$ cat src/rtl/apb_master_bridge.sv
// Single-outstanding APB requester: one command in, one SETUP/ACCESS transfer out, one completion back.
// Optional macro APB_MASTER_TIMEOUT_EN aborts ACCESS after TIMEOUT_CYCLES consecutive PREADY-low cycles.
//
// state  | meaning
// IDLE   | cmd_ready high, waiting for a command
// SETUP  | PSEL high, PENABLE low, exactly one cycle
// ACCESS | PSEL and PENABLE high, waiting for PREADY (or timeout)
// RESP   | completion held on rsp_* until rsp_ready
module apb_master_bridge #(
  parameter int ADDR_W         = 8,
  parameter int DATA_W         = 32,
  parameter int TIMEOUT_CYCLES = 16
) (
  input  logic              PCLK,
  input  logic              PRESETn,
  input  logic              cmd_valid,
  output logic              cmd_ready,
  input  logic              cmd_write,
  input  logic [ADDR_W-1:0] cmd_addr,
  input  logic [DATA_W-1:0] cmd_wdata,
  output logic              rsp_valid,
  input  logic              rsp_ready,
  output logic [DATA_W-1:0] rsp_rdata,
  output logic              rsp_err,
  output logic              PSEL,
  output logic              PENABLE,
  output logic              PWRITE,
  output logic [ADDR_W-1:0] PADDR,
  output logic [DATA_W-1:0] PWDATA,
  input  logic [DATA_W-1:0] PRDATA,
  input  logic              PREADY
);

  typedef enum logic [1:0] {
    IDLE   = 2'd0,
    SETUP  = 2'd1,
    ACCESS = 2'd2,
    RESP   = 2'd3
  } state_t;

  state_t              state;
  state_t              state_nxt;
  logic                psel_nxt;
  logic                penable_nxt;
  logic                pwrite_nxt;
  logic [ADDR_W-1:0]   paddr_nxt;
  logic [DATA_W-1:0]   pwdata_nxt;
  logic                rsp_valid_nxt;
  logic [DATA_W-1:0]   rsp_rdata_nxt;
  logic                timeout_hit;

`ifdef APB_MASTER_TIMEOUT_EN
  localparam int CNT_W = $clog2(TIMEOUT_CYCLES + 1);
  logic [CNT_W-1:0] tmo_cnt;
  logic             rsp_err_nxt;

  // Counter is held at zero outside ACCESS, so it is clear on every ACCESS entry.
  always_ff @(posedge PCLK or negedge PRESETn) begin
    if (!PRESETn) begin
      tmo_cnt <= '0;
    end else if (state != ACCESS) begin
      tmo_cnt <= '0;
    end else if (!PREADY) begin
      tmo_cnt <= tmo_cnt + 1'b1;
    end
  end

  assign timeout_hit = (state == ACCESS) && !PREADY &&
                       (tmo_cnt == CNT_W'(TIMEOUT_CYCLES - 1));
`else
  assign timeout_hit = 1'b0;
  assign rsp_err     = 1'b0;
`endif

  assign cmd_ready = (state == IDLE) && PRESETn;

  always_ff @(posedge PCLK or negedge PRESETn) begin
    if (!PRESETn) begin
      state     <= IDLE;
      PSEL      <= 1'b0;
      PENABLE   <= 1'b0;
      PWRITE    <= 1'b0;
      PADDR     <= '0;
      PWDATA    <= '0;
      rsp_valid <= 1'b0;
      rsp_rdata <= '0;
    end else begin
      state     <= state_nxt;
      PSEL      <= psel_nxt;
      PENABLE   <= penable_nxt;
      PWRITE    <= pwrite_nxt;
      PADDR     <= paddr_nxt;
      PWDATA    <= pwdata_nxt;
      rsp_valid <= rsp_valid_nxt;
      rsp_rdata <= rsp_rdata_nxt;
    end
  end

`ifdef APB_MASTER_TIMEOUT_EN
  always_ff @(posedge PCLK or negedge PRESETn) begin
    if (!PRESETn) begin
      rsp_err <= 1'b0;
    end else begin
      rsp_err <= rsp_err_nxt;
    end
  end
`endif

  always_comb begin
    state_nxt     = state;
    psel_nxt      = PSEL;
    penable_nxt   = PENABLE;
    pwrite_nxt    = PWRITE;
    paddr_nxt     = PADDR;
    pwdata_nxt    = PWDATA;
    rsp_valid_nxt = rsp_valid;
    rsp_rdata_nxt = rsp_rdata;
`ifdef APB_MASTER_TIMEOUT_EN
    rsp_err_nxt   = rsp_err;
`endif
    case (state)
      IDLE: begin
        if (cmd_valid) begin
          pwrite_nxt  = cmd_write;
          paddr_nxt   = cmd_addr;
          pwdata_nxt  = cmd_wdata;
          psel_nxt    = 1'b1;
          penable_nxt = 1'b0;
          state_nxt   = SETUP;
        end
      end
      SETUP: begin
        penable_nxt = 1'b1;
        state_nxt   = ACCESS;
      end
      ACCESS: begin
        // A PREADY on the timeout edge still counts as a normal completion.
        if (PREADY) begin
          psel_nxt      = 1'b0;
          penable_nxt   = 1'b0;
          rsp_valid_nxt = 1'b1;
          rsp_rdata_nxt = PWRITE ? '0 : PRDATA;
`ifdef APB_MASTER_TIMEOUT_EN
          rsp_err_nxt   = 1'b0;
`endif
          state_nxt     = RESP;
        end else if (timeout_hit) begin
          psel_nxt      = 1'b0;
          penable_nxt   = 1'b0;
          rsp_valid_nxt = 1'b1;
          rsp_rdata_nxt = '0;
`ifdef APB_MASTER_TIMEOUT_EN
          rsp_err_nxt   = 1'b1;
`endif
          state_nxt     = RESP;
        end
      end
      RESP: begin
        if (rsp_ready) begin
          rsp_valid_nxt = 1'b0;
          state_nxt     = IDLE;
        end
      end
      default: begin
        state_nxt = IDLE;
      end
    endcase
  end

endmodule

$ cat config.mk
export PLATFORM = sky130hd
export DESIGN_NAME = apb_master_bridge
export DESIGN_NICKNAME = d
export VERILOG_FILES = /design/src/rtl/apb_master_bridge.sv
export SDC_FILE = /design/constraint.sdc
export NUM_CORES = 1
export LEC_CHECK = 0
export BUFFER_PORTS_ARGS = -buffer_cell sky130_fd_sc_hd__buf_2
export CAP_MARGIN = 20
export CORE_ASPECT_RATIO = 1.2
export CORE_MARGIN = 5
export CORE_UTILIZATION = 46
export CTS_CLUSTER_DIAMETER = 40
export DETAILED_ROUTE_END_ITERATION = 8
export PLACE_DENSITY = 0.79
export SLEW_MARGIN = 20
export SYNTH_ARGS = -nofsm -noshare
export SYNTH_HDL_FRONTEND = slang
export SYNTH_SLANG_ARGS = --single-unit
$ cat constraint.sdc
create_clock -name PCLK -period 2.1 [get_ports PCLK]
set_clock_uncertainty 0.1 [all_clocks]
set_input_delay 0.42 -clock PCLK [delete_from_list [all_inputs] [get_ports PCLK]]
set_output_delay 0.42 -clock PCLK [all_outputs]
set_load 0.005 [all_outputs]
---- Word level (Yosys, flattened, before mapping) ----
Index checks and enable logic that the tools add are counted.
cells by class
  reduce and logical (&&, ||, !) cells .... 11
  mux-type cells .......................... 13
  equal/unequal tests ..................... 6
operator list
  operator                                                         count
  32-bit two-way mux                                               1
  3-bit AND reduction                                              4
  2-bit case mux with 4 select lines                               1
  2-bit two-way mux                                                3
  2-bit inequality test, second input constant                     3
  1-bit two-way mux                                                5
  2-bit == test, second input constant                             2
  1-bit case mux with 2 select lines                               2
  2-bit AND reduction                                              2
  2-bit nonzero test                                               2
  1-bit case mux with 3 select lines                               1
  3-bit nonzero test                                               1
  2-bit by 1-bit == test with 1-bit output, second input constant  1
  2-bit logical NOT                                                1
  1-bit logical AND                                                1
storage, ports and cells
  output and inout port bits .............. 78
  bits of input ports ..................... 78
  bits in registers ....................... 78
  word-level logic and storage cells ...... 38

---- Logic depth before layout (Yosys ltp) ----
Gate-level depths: netlist of the first run.
  depth in word-level cells ............... 3
  gate-level depth with buffers ........... 7
  gate-level depth less buffers ........... 5

---- Worst setup path after synthesis of the first run ----
OpenSTA, ideal clock, no wires.
  path type ............................... register to register
  from .................................... register state[0]
  to ...................................... register state[1]
  arrival ................................. 1393 ps
  path buffers ............................ 0
  period minus slack after synthesis ...... 1620 ps
  data required time ...................... 1872 ps
  slack ................................... 480 ps
  library setup time ...................... 128 ps
  cell stages (with the launch flop) ...... 6
  cell sequence ........................... dfrtp_1 inv_1 ha_1 nor2b_4 a211oi_2 mux2_1
between the ends
  cells in the longest elaborated chain, start to end .. 3
  elaborated cells between the ends (all ways) .. 9
  classes of those cells .................. eq/ne: 6; mux: 1; reduce/logical: 2
ends and longest elaborated chain
  element                                                    RTL line  source
  start, declared                                            41        state_t state;
  start signal, assigned                                     88        state <= state_nxt;
  2-bit == test / 2-bit logical NOT (equally long branches)  121       case (state)
  2-bit inequality test (no line)                            -
  3-bit AND reduction (no line)                              -
Parallel ways exist; a longest one is shown, timed or not.
A chain may end at the register's enable or synchronous reset.

---- Worst setup path after layout of the first run ----
  from .................................... register state[0]
  to ...................................... output cmd_ready
between the ends
  cells in the longest elaborated chain, start to end .. 2
ends and longest elaborated chain
  element            RTL line  source
  2-bit logical NOT  75        assign cmd_ready = (state == IDLE) && PRESETn;
  1-bit logical AND  75
  end, declared      17        output logic cmd_ready,
Every way passes these cells.

==> run summary, run 1 <==
In the synthesized netlist the dominant register cell turns out to be dfrtp_1. Worst max-slew margin expressed relative to the limit: 0.533. The tools report the site row count as 34. After detailed routing, the total wire length is 7850 um. The wire-length estimate of the detail-placed layout is 5890 um.

Setup violations remaining at the end of the flow were counted as 0. At the end of routability-driven placement, the weighted congestion stood at 0.733. Dividing the detail-routed via count by the number of cells gives 4.72. The summed negative setup slack over all endpoints came out at 0 ns. The number of global-route vias before repair is 2468. The clock drives 78 sinks. At the later pin of the worst-skew pair, clock insertion delay measures 0.34 ns. In this run the mean area of a mapped cell was 13.1 sq um.

For the fraction of met1 tracks used by global routing, the log shows 0.215. The area added between synthesis and finish came out at 31.9%. The flow ran to the end, and the final reports show no timing, DRC or antenna violations. Path type of the worst setup path: register to output pin.

The overall via count from detail_route came out at 2387. The clock-pin slew reported for the worst setup and hold paths after clock tree synthesis is 0.09 ns. Clock tree synthesis selected as its root buffer the cell clkbuf_8.

The number of distinct library cells after synthesis came out at 24. In this run the most used layer during global routing was met2. The final instance area was 0.00441 sq mm.

Max-cap check violation count: 0. The analysis attributes to cell leakage a power of 2.39 nW. Setup repair after global routing left no endpoint under its margin.

The first global-routing pass estimated 12200 um of wire. Global-route track usage on met2: 0.302. The number of filler instances in the final layout is 611, and the summed instance area of the synthesized netlist is 0.00335 sq mm. The arrival time reported for the critical path endpoint was 1.40 ns.

The H-tree generated during clock tree synthesis spans 3 levels. After the first detailed-routing iteration, the DRC count stood at 67. Once placement finished, the instance area stood at 0.00420 sq mm. The run gives 0 as the max-slew violation count.

Share of the cycle needed by the critical path after routing: 0.913. On the final layout, the worst hold slack is 0.104 ns. The tools report the met3 track demand over resource as 0.0333.

In the layout the commonest cells are 153 x buf_2, 78 x dfrtp_1, 40 x mux2_4. For the sequential fraction of the synthesis area, the log shows 0.583. The number of nets in the final layout is 494, and the transition time of the tightest slew-check pin is 0.701 ns. The number of flops mapped to enable cells by yosys was 0. The antenna diode count was 0; the total die area was 0.00909 sq mm. From left edge to right edge, the die measures 87.9 um. 156 I/O pins were placed. Timing would allow up to 522 MHz. The worst setup path is captured at an output pin.

Number of buffers inserted to repair setup after CTS: 0. In the synthesized netlist, the number of instances is 256. Counting flops and latches in the post-synthesis netlist gives 78. The final critical-path required period was 1.92 ns; the final-report hold violation count was 0. Input and output buffers added on the ports amount to 154. In this run the worst hold path is classified as input pin to asynchronous set/reset pin. After clock tree synthesis, the repair step resized 0 gates. The signal on the critical path passes through inv_1 > ha_1 > and2_1 > buf_2.

The pin count of the biggest net entering global routing is 79. Remaining design rule violation count: 0. The overall track demand over capacity in global routing is 0.178, and the number of iterations in the first detailed-routing pass is 4. The number of buffers created by CTS is 9, and the proportion of register bits with asynchronous set or reset after synthesis is 1.00. The power per cell area was 1480 mW/mm^2; the peak supply drop was 0.736 mV. For the effective utilization at floorplan, the log shows 0.466.

The number of nets handed over by synthesis was 339. The number of routed nets with antenna violations is 0, and the final cell utilization of the core is 0.614. Initial antenna violation count: 0. For the worst setup path, the data required time is 1.58 ns. Hold repair after CTS inserted 0 buffers. The final global-route overflow total is 0. Leaving out fill and tap cells, the most frequent cell in the layout is buf_2. The tools report the number of warning messages in the yosys log as 0.

The placeable core region was 0.00719 sq mm; the fraction of layout cells with a size suffix above 1 was 0.526. TritonCTS built the clock tree. For this run, the slowest stage of the critical path takes 0.42 ns. Along the worst path, the maximum fanout reaches 5. The detail-routed net length per standard cell was 15.5 um; the maximum clock path buffer count was 2.

The worst setup path is launched from a register. The floorplan step set the die height to 103 um. The cell with the largest stage delay on the worst path is dfrtp_1.
==> metal layers <==
metal | wire [um] | vias to the layer above
met1 | 3070 | 1143
li1 | - | 1150
met5 | 0 | -
met3 | 478 | 14
met2 | 4100 | 80
met4 | 205 | 0
==> kinds of logic (layout without fill, tap and decap cells) <==
family	Yosys count	count (layout)	share of synthesized area
other cells	1	1	0.00112
simple gates	71	71	0.109
compound gates	37	37	0.0587
buf+inv	19	179	0.0336
flops	78	78	0.583
fa+ha+maj	5	5	0.0187
mux	45	45	0.196
==> worst max-delay path: cells and delay by family (launching register included) <==
| family | cells | cell delay, ns |
|---|---|---|
| flip-flops | 1 | 0.42 |
| buffers and inverters | 2 | 0.24 |
| AND/OR/NAND/NOR | 1 | 0.15 |
| adder cells (fa/ha/maj) | 1 | 0.25 |
==> power breakdown <==
part	internal [mW]	total, mW	switching (mW)	leakage [nW]
registers	2.23	2.67	0.435	0.947
logic	1.58	2.70	1.11	1.35
clock network	0.611	1.15	0.542	0.0976
==> sequential cells by signal (all words and copies together) (netlist names) <==
name,count
rsp_rdata,32
PENABLE,1
PSEL,1
PWDATA,32
rsp_valid,1
PADDR,8
state,2
PWRITE,1
==> path summary, 6_finish.rpt <==
path / from / slack [ns] / to / cells after the start
worst max-delay path: state[0] / 0.18 / cmd_ready / 4
worst min-delay path: PRESETn / 0.10 / PWDATA[19] / 2
worst max register to register: state[0] / 0.33 / state[1] / 5
worst min register to register: rsp_rdata[6] / 0.38 / rsp_rdata[6] / 2
max in group asynchronous: PRESETn / 1.32 / PWDATA[10] / 2
min in group PCLK: cmd_wdata[31] / 0.18 / PWDATA[31] / 2
==> area by class of cell <==
class                           count  area [sq um]  area share
Inverter                            4          15.0     0.00340
Multi-Input combinational cell    159          1280       0.291
Tap cell                           90           113      0.0255
Clock buffer                       11           151      0.0343
Timing Repair Buffer              159           840       0.190
Sequential cell                    78          1950       0.442
Clock inverter                      5          57.6      0.0130
==> Yosys cell counts (2+ instances only) <==
library cell	n	share of area
mux2_4	40	0.18
ha_1	5	0.019
nand2_1	33	0.037
mux2_1	3	0.010
inv_1	4	0.0045
clkbuf_1	4	0.0045
o21ai_0	2	0.0030
nand2b_1	32	0.060
buf_6	4	0.013
dfrtp_1	78	0.58
buf_2	6	0.0090
mux2i_1	2	0.0060
o21ai_1	32	0.048
==> stage by stage <==
stage               setup WS (ns)  total power, mW  instances
global route               0.0749             6.98        506
detailed placement          0.324             5.44        490
finish                      0.184             6.52        506
floorplan                   0.480             4.28        256
CTS                         0.165             6.61        506
global placement            0.428             5.29        490
No activity file was read; power rests on OpenSTA's default activity.
==> run 2: changes to the inputs <==
CORE_UTILIZATION = 50   (was 46)
PLACE_DENSITY = 0.85   (was 0.79)
clock period = 2.5 ns   (was 2.1 ns; I/O delays follow)
==> run summary, run 2 (synthesis gave the netlist of run 1 again) <==
After clock tree synthesis, the repair step resized 0 gates. The pin count of the biggest net entering global routing is 79. For the number of global-route vias before repair, the log shows 2591. For this design, the sink count on the clock tree is 78. Buffers placed on the I/O ports in this run total 154. In the final design database the tool counted 493 nets. For this run, the detailed router's first-pass iteration total came to 4. In this run the number of H-tree levels came out at 3. At the later pin of the worst-skew pair, clock insertion delay measures 0.34 ns. The slowest stage of the critical path is the dfrtp_1 cell. Compared with the post-synthesis result, the final layout area differs by 32.8%.

The largest driver fanout on the critical path was 34; the maximum clock frequency was 475 MHz. The transition time of the tightest slew-check pin was 0.861 ns. After clock tree synthesis, the setup repair step added 0 buffers.

For the wire length reported by the detailed router, the log shows 8180 um. In the layout the commonest cells are 153 x buf_2, 78 x dfrtp_1, 40 x mux2_4. The run gives 1.50 ns as the arrival time reported for the critical path endpoint. Setup repair after global routing left no endpoint under its margin. The initial antenna violation count was 1. TritonCTS built the clock tree. The remaining design rule violation count came out at 0. Register cell area after layout: 0.00195 sq mm. The completed layout was analyzed and its total power is 5.65 mW. The tools report the hold buffer count at cts as 0. The fraction of layout cells with a size suffix above 1 is 0.520. Most common cell after layout, fill and taps aside: buf_2. The final instance area was 0.00445 sq mm. The tools report the wire length of the first global-routing pass as 13000 um. The signal on the critical path passes through buf_2. The die width was 84.7 um; the site row count was 32. The total die area was 0.00844 sq mm; the area taken by multi-input logic gates was 0.00128 sq mm.

Using the TritonRoute via totals, the vias-per-cell ratio works out to 4.88. The number of buffers created by CTS is 9. The largest registers in the layout are PWDATA (32), rsp_rdata (32), PADDR (8). The summed negative setup slack over all endpoints is 0 ns.

For this run, the slowest stage of the critical path takes 0.91 ns. The tool flagged a number of max-cap violations equal to 0. The final route contains 2440 vias.

Overall track demand over capacity in global routing: 0.196. Cell class contributing the biggest share of worst-path delay: flip-flops. The half-perimeter wire length of the detailed placement result is 5940 um. After layout, the worst setup slack is 0.396 ns. STA classifies the critical path startpoint as a register.

The clock root buffer is clkbuf_8. Clock-pin slew reported for the worst setup and hold paths after clock tree synthesis: 0.08 ns. The path type of the worst setup path was register to output pin. The smallest clock period supported by the final layout is computed as 2.10 ns. The combined buffer and inverter count along the critical path is 1, and the die span in y is 99.6 um. The worst setup path is captured at an output pin. The floorplan step defined a core boundary enclosing 0.00649 sq mm. The worst hold path class is input pin to asynchronous set/reset pin. Routability-driven placement finished with a final weighted congestion of 0.797. The final-report hold violation count was 0; the effective utilization at floorplan was 0.516. Summed over all cells, the static leakage comes to 2.41 nW. The detailed router finished its first iteration with 54 violations.

The tools report the antenna diode count as 0. The number of filler instances in the final layout came out at 516. The run gives 156 as the number of top-level pins. For this run the aggregate overflow at the end of global routing stands at 0. Number of routed nets with antenna violations: 0. The worst path required time is 1.90 ns. The placement-stage worst setup slack was 0.613 ns. The run gives 0 as the max-slew violation count. The flow ran to the end, and the final reports show no timing, DRC or antenna violations. The worst max-slew margin expressed relative to the limit came out at 0.426. Setup violations remaining at the end of the flow were counted as 0.

The maximum clock path buffer count is 2, and the power per cell area is 1270 mW/mm^2. The share of the cycle needed by the critical path after routing was 0.842. The detail-routed net length per standard cell was 16.4 um; the peak supply drop was 0.616 mV.

After detailed placement, the total cell area comes to 0.00418 sq mm.
[run 2: final timing paths]
check	start	to	slack [ns]	depth (start not counted)
max	PWRITE	PWRITE	0.40	1
max in group asynchronous	PRESETn	rsp_rdata[20]	1.64	3
min	PRESETn	PWDATA[20]	0.08	2
min reg2reg	rsp_rdata[24]	rsp_rdata[24]	0.39	2
max reg2reg	state[0]	PWDATA[31]	0.60	5
min in group PCLK	cmd_wdata[0]	PWDATA[0]	0.27	2
[run 2: routing by layer]
| layer | vias to the layer above | share of wire | GRT usage |
|---|---|---|---|
| li1 | 1151 | - | - |
| met1 | 1164 | 0.38 | 0.221 |
| met2 | 107 | 0.51 | 0.338 |
| met3 | 16 | 0.084 | 0.0804 |
| met4 | 2 | 0.018 | 0.0597 |
| met5 | - | 0.00086 | 0 |
[run 2: where the power goes]
part	switching [mW]	internal (mW)	total (mW)	leakage, nW
clock network	0.459	0.668	1.13	0.118
logic	0.907	1.32	2.23	1.35
registers	0.423	1.87	2.30	0.947
total	1.79	3.87	5.65	2.41
[run 2: metrics by stage]
step,instances,util,hold slack [ns]
6_report,500,0.685,0.0800
5_1_grt,500,0.685,0.0917
4_1_cts,499,0.681,0.256
3_5_place_dp,483,0.644,0.370
3_3_place_gp,483,0.644,0.363
2_1_floorplan,256,-,0.104
[run 2: cell type report]
class / count / share of cell area
Sequential cell: 78 / 0.439
Multi-Input combinational cell: 159 / 0.289
Timing Repair Buffer: 158 / 0.191
Clock buffer: 11 / 0.0296
Clock inverter: 5 / 0.0242
Tap cell: 85 / 0.0239
Inverter: 4 / 0.00338
==> run 3: changes to the inputs <==
CORE_UTILIZATION = 42   (was 50)
PLACE_DENSITY = 0.76   (was 0.85)
clock period = 1.7 ns   (was 2.5 ns; I/O delays follow)
==> run summary, run 3 (synthesis gave the netlist of run 1 again) <==
TritonCTS built the clock tree. The area added between synthesis and finish was 36.7%; the source-to-sink clock delay at the later pin of the worst-skew pair was 0.33 ns. The number of filler instances in the final layout is 643, and the total number of clock tree sinks is 78. The share of the cycle needed by the critical path after routing was 0.982. Measured along the x axis, the die boundary spans 91.5 um. In this run the most critical hold path is launched from cmd_wdata[31].

After the flow finishes, the layout carries non-filler instances totaling 517. The run gives 0.718 mV as the peak supply drop. The tools report the number of global-route vias before repair as 2487. For the worst path required time, the log shows 1.82 ns.

Clock tree synthesis selected as its root buffer the cell clkbuf_8. Leaving out fill and tap cells, the most frequent cell in the layout is buf_2. Fraction of layout cells with a size suffix above 1: 0.548. The tools report the worst reg2reg path endpoint as state[1].

The tools report the terminating pin of the worst hold path as PWDATA[31]. The half-perimeter wire length of the detailed placement result was 5510 um; the violation count after the first detailed-routing iteration was 71. CTS built an H-tree with a depth of 3. The tightest min-delay check is of the input pin to register type. The detail-routed net length per standard cell is 15.0 um, and the cell count of the worst hold path is 2.

In this run the remaining antenna-violating nets after routing total 0. For the wire length reported by the detailed router, the log shows 7750 um. Entering global routing, the biggest net connects 79 pins. The logs give 2391 for the overall via count from detail_route and 0.794 for the routability congestion estimate. The logs give 0.432 for the effective utilization at floorplan and 8.37 mW for the overall power. For the site row count, the log shows 35. The final cell utilization of the core was 0.590; the reg2reg setup slack was 0.03 ns.

Setup repair after global routing could not meet its margin everywhere. The power per cell area was 1830 mW/mm^2; the remaining design rule violation count was 0. The run gives 0 as the final global-route overflow total.

After clock tree synthesis, the clock-pin slew on the worst setup and hold paths is 0.08 ns. The largest registers in the layout are PWDATA (32), rsp_rdata (32), PADDR (8). Including well taps, the total number of placed cells is 496. Timing would allow up to 599 MHz.

The number of I/O port buffers came out at 154. The overall track demand over capacity in global routing is 0.155, and the largest driver fanout on the critical path is 4. The critical path in this run is classified as register to register. For the placeable core region, the log shows 0.00775 sq mm.

The run gives 0 ns as the summed negative setup slack over all endpoints. The kind of end point of the critical path is a register. Using the TritonRoute via totals, the vias-per-cell ratio works out to 4.62. In the layout the commonest cells are 152 x buf_2, 77 x dfrtp_1, 41 x mux2_4. In this run the static leakage power is 2.47 nW. Measured in cells, the most critical reg-to-reg path has a length of 5.

The wire length of the first global-routing pass is 12200 um. The initial antenna violation count came out at 0. The tools report the reg-to-reg critical path startpoint as state[1]. Subtracting the final worst setup slack from the clock period gives 1.67 ns. The tools report the number of nets in the final layout as 503. The die is 108 um tall. The total die area came out at 0.00986 sq mm. The tool flagged a number of max-cap violations equal to 0. The flow ran to the end, and the final reports show no timing, DRC or antenna violations. Counting the buffers created by CTS gives 9. The number of iterations in the first detailed-routing pass was 4; the maximum clock path buffer count was 2. The tools report the final-report hold violation count as 0. The critical path launch point type was a register. The number of antenna diodes in the final layout is 0. The number of top-level pins was 156. The tools report the arrival time reported for the critical path endpoint as 1.79 ns. On the final layout, the worst hold slack is 0.115 ns.

For the max-slew violation count, the log shows 0. Setup violations remaining at the end of the flow were counted as 0.
==> run 3: changes by cell type in the layout (fill, tap and decap cells not counted), moves of 2 or more <==
cell       previous run  this run
buf_4                 2         9
clkbuf_16             0         2
clkinv_4              2         0
ha_1                  5         3
inv_1                 4         2
inv_2                 0         2
==> run 3: critical path, stage by stage (launching register included) <==
cell and delay [ns]:
dfrtp_1 0.40, buf_4 0.16, ha_2 0.17, nor2b_4 0.14, a211oi_4 0.25, mux2_4 0.33
==> run 3: routing by layer <==
layer | routed length, um | vias to the layer above | part of all wire | global-route usage
met5 | 0 | - | 0 | 0
met4 | 93 | 0 | 0.012 | 0.0647
li1 | - | 1169 | - | -
met3 | 576 | 9 | 0.074 | 0.0448
met2 | 3790 | 102 | 0.49 | 0.245
met1 | 3290 | 1111 | 0.42 | 0.200
==> run 3: repair_timing <==
action                     4_1_cts  5_1_grt
hold endpoints to repair        78        0
hold buffers                     1        0
pin swaps                        2        2
buffers inserted                 1        1
gates resized for setup          7        4
setup endpoints to repair        3       19
cloned                           0        2
==> run 3: cell type report <==
| class | count | area (sq um) | area share |
|---|---|---|---|
| Clock buffer | 11 | 131 | 0.0287 |
| Clock inverter | 5 | 81.3 | 0.0178 |
| Inverter | 4 | 15.0 | 0.00328 |
| Multi-Input combinational cell | 159 | 1320 | 0.288 |
| Sequential cell | 78 | 1950 | 0.427 |
| Tap cell | 92 | 115 | 0.0252 |
| Timing Repair Buffer | 168 | 960 | 0.210 |
==> run 3: how the worst max path moves through the flow <==
stage | start | endpoint | slack, ns
after floorplan | state[0] | state[1] | 0.08
after global placement | state[0] | PENABLE | 0.08
after detailed placement | state[1] | state[1] | -0.02
after CTS | state[0] | cmd_ready | -0.02
after global routing | state[0] | cmd_ready | -0.02
final | state[1] | state[1] | 0.03
==> run 3: per-stage QoR <==
step	worst slack [ns]	instance area, sq um
2_1_floorplan	0.0796	3350
3_3_place_gp	0.0811	4250
3_5_place_dp	-0.0239	4250
4_1_cts	-0.0161	4500
5_1_grt	-0.0242	4570
6_report	0.0306	4570
==> run 3: power breakdown <==
group / switching, mW / internal (mW) / total, mW
Sequential: 0.535 / 2.76 / 3.29
Combinational: 1.43 / 2.17 / 3.59
Clock: 0.651 / 0.832 / 1.48
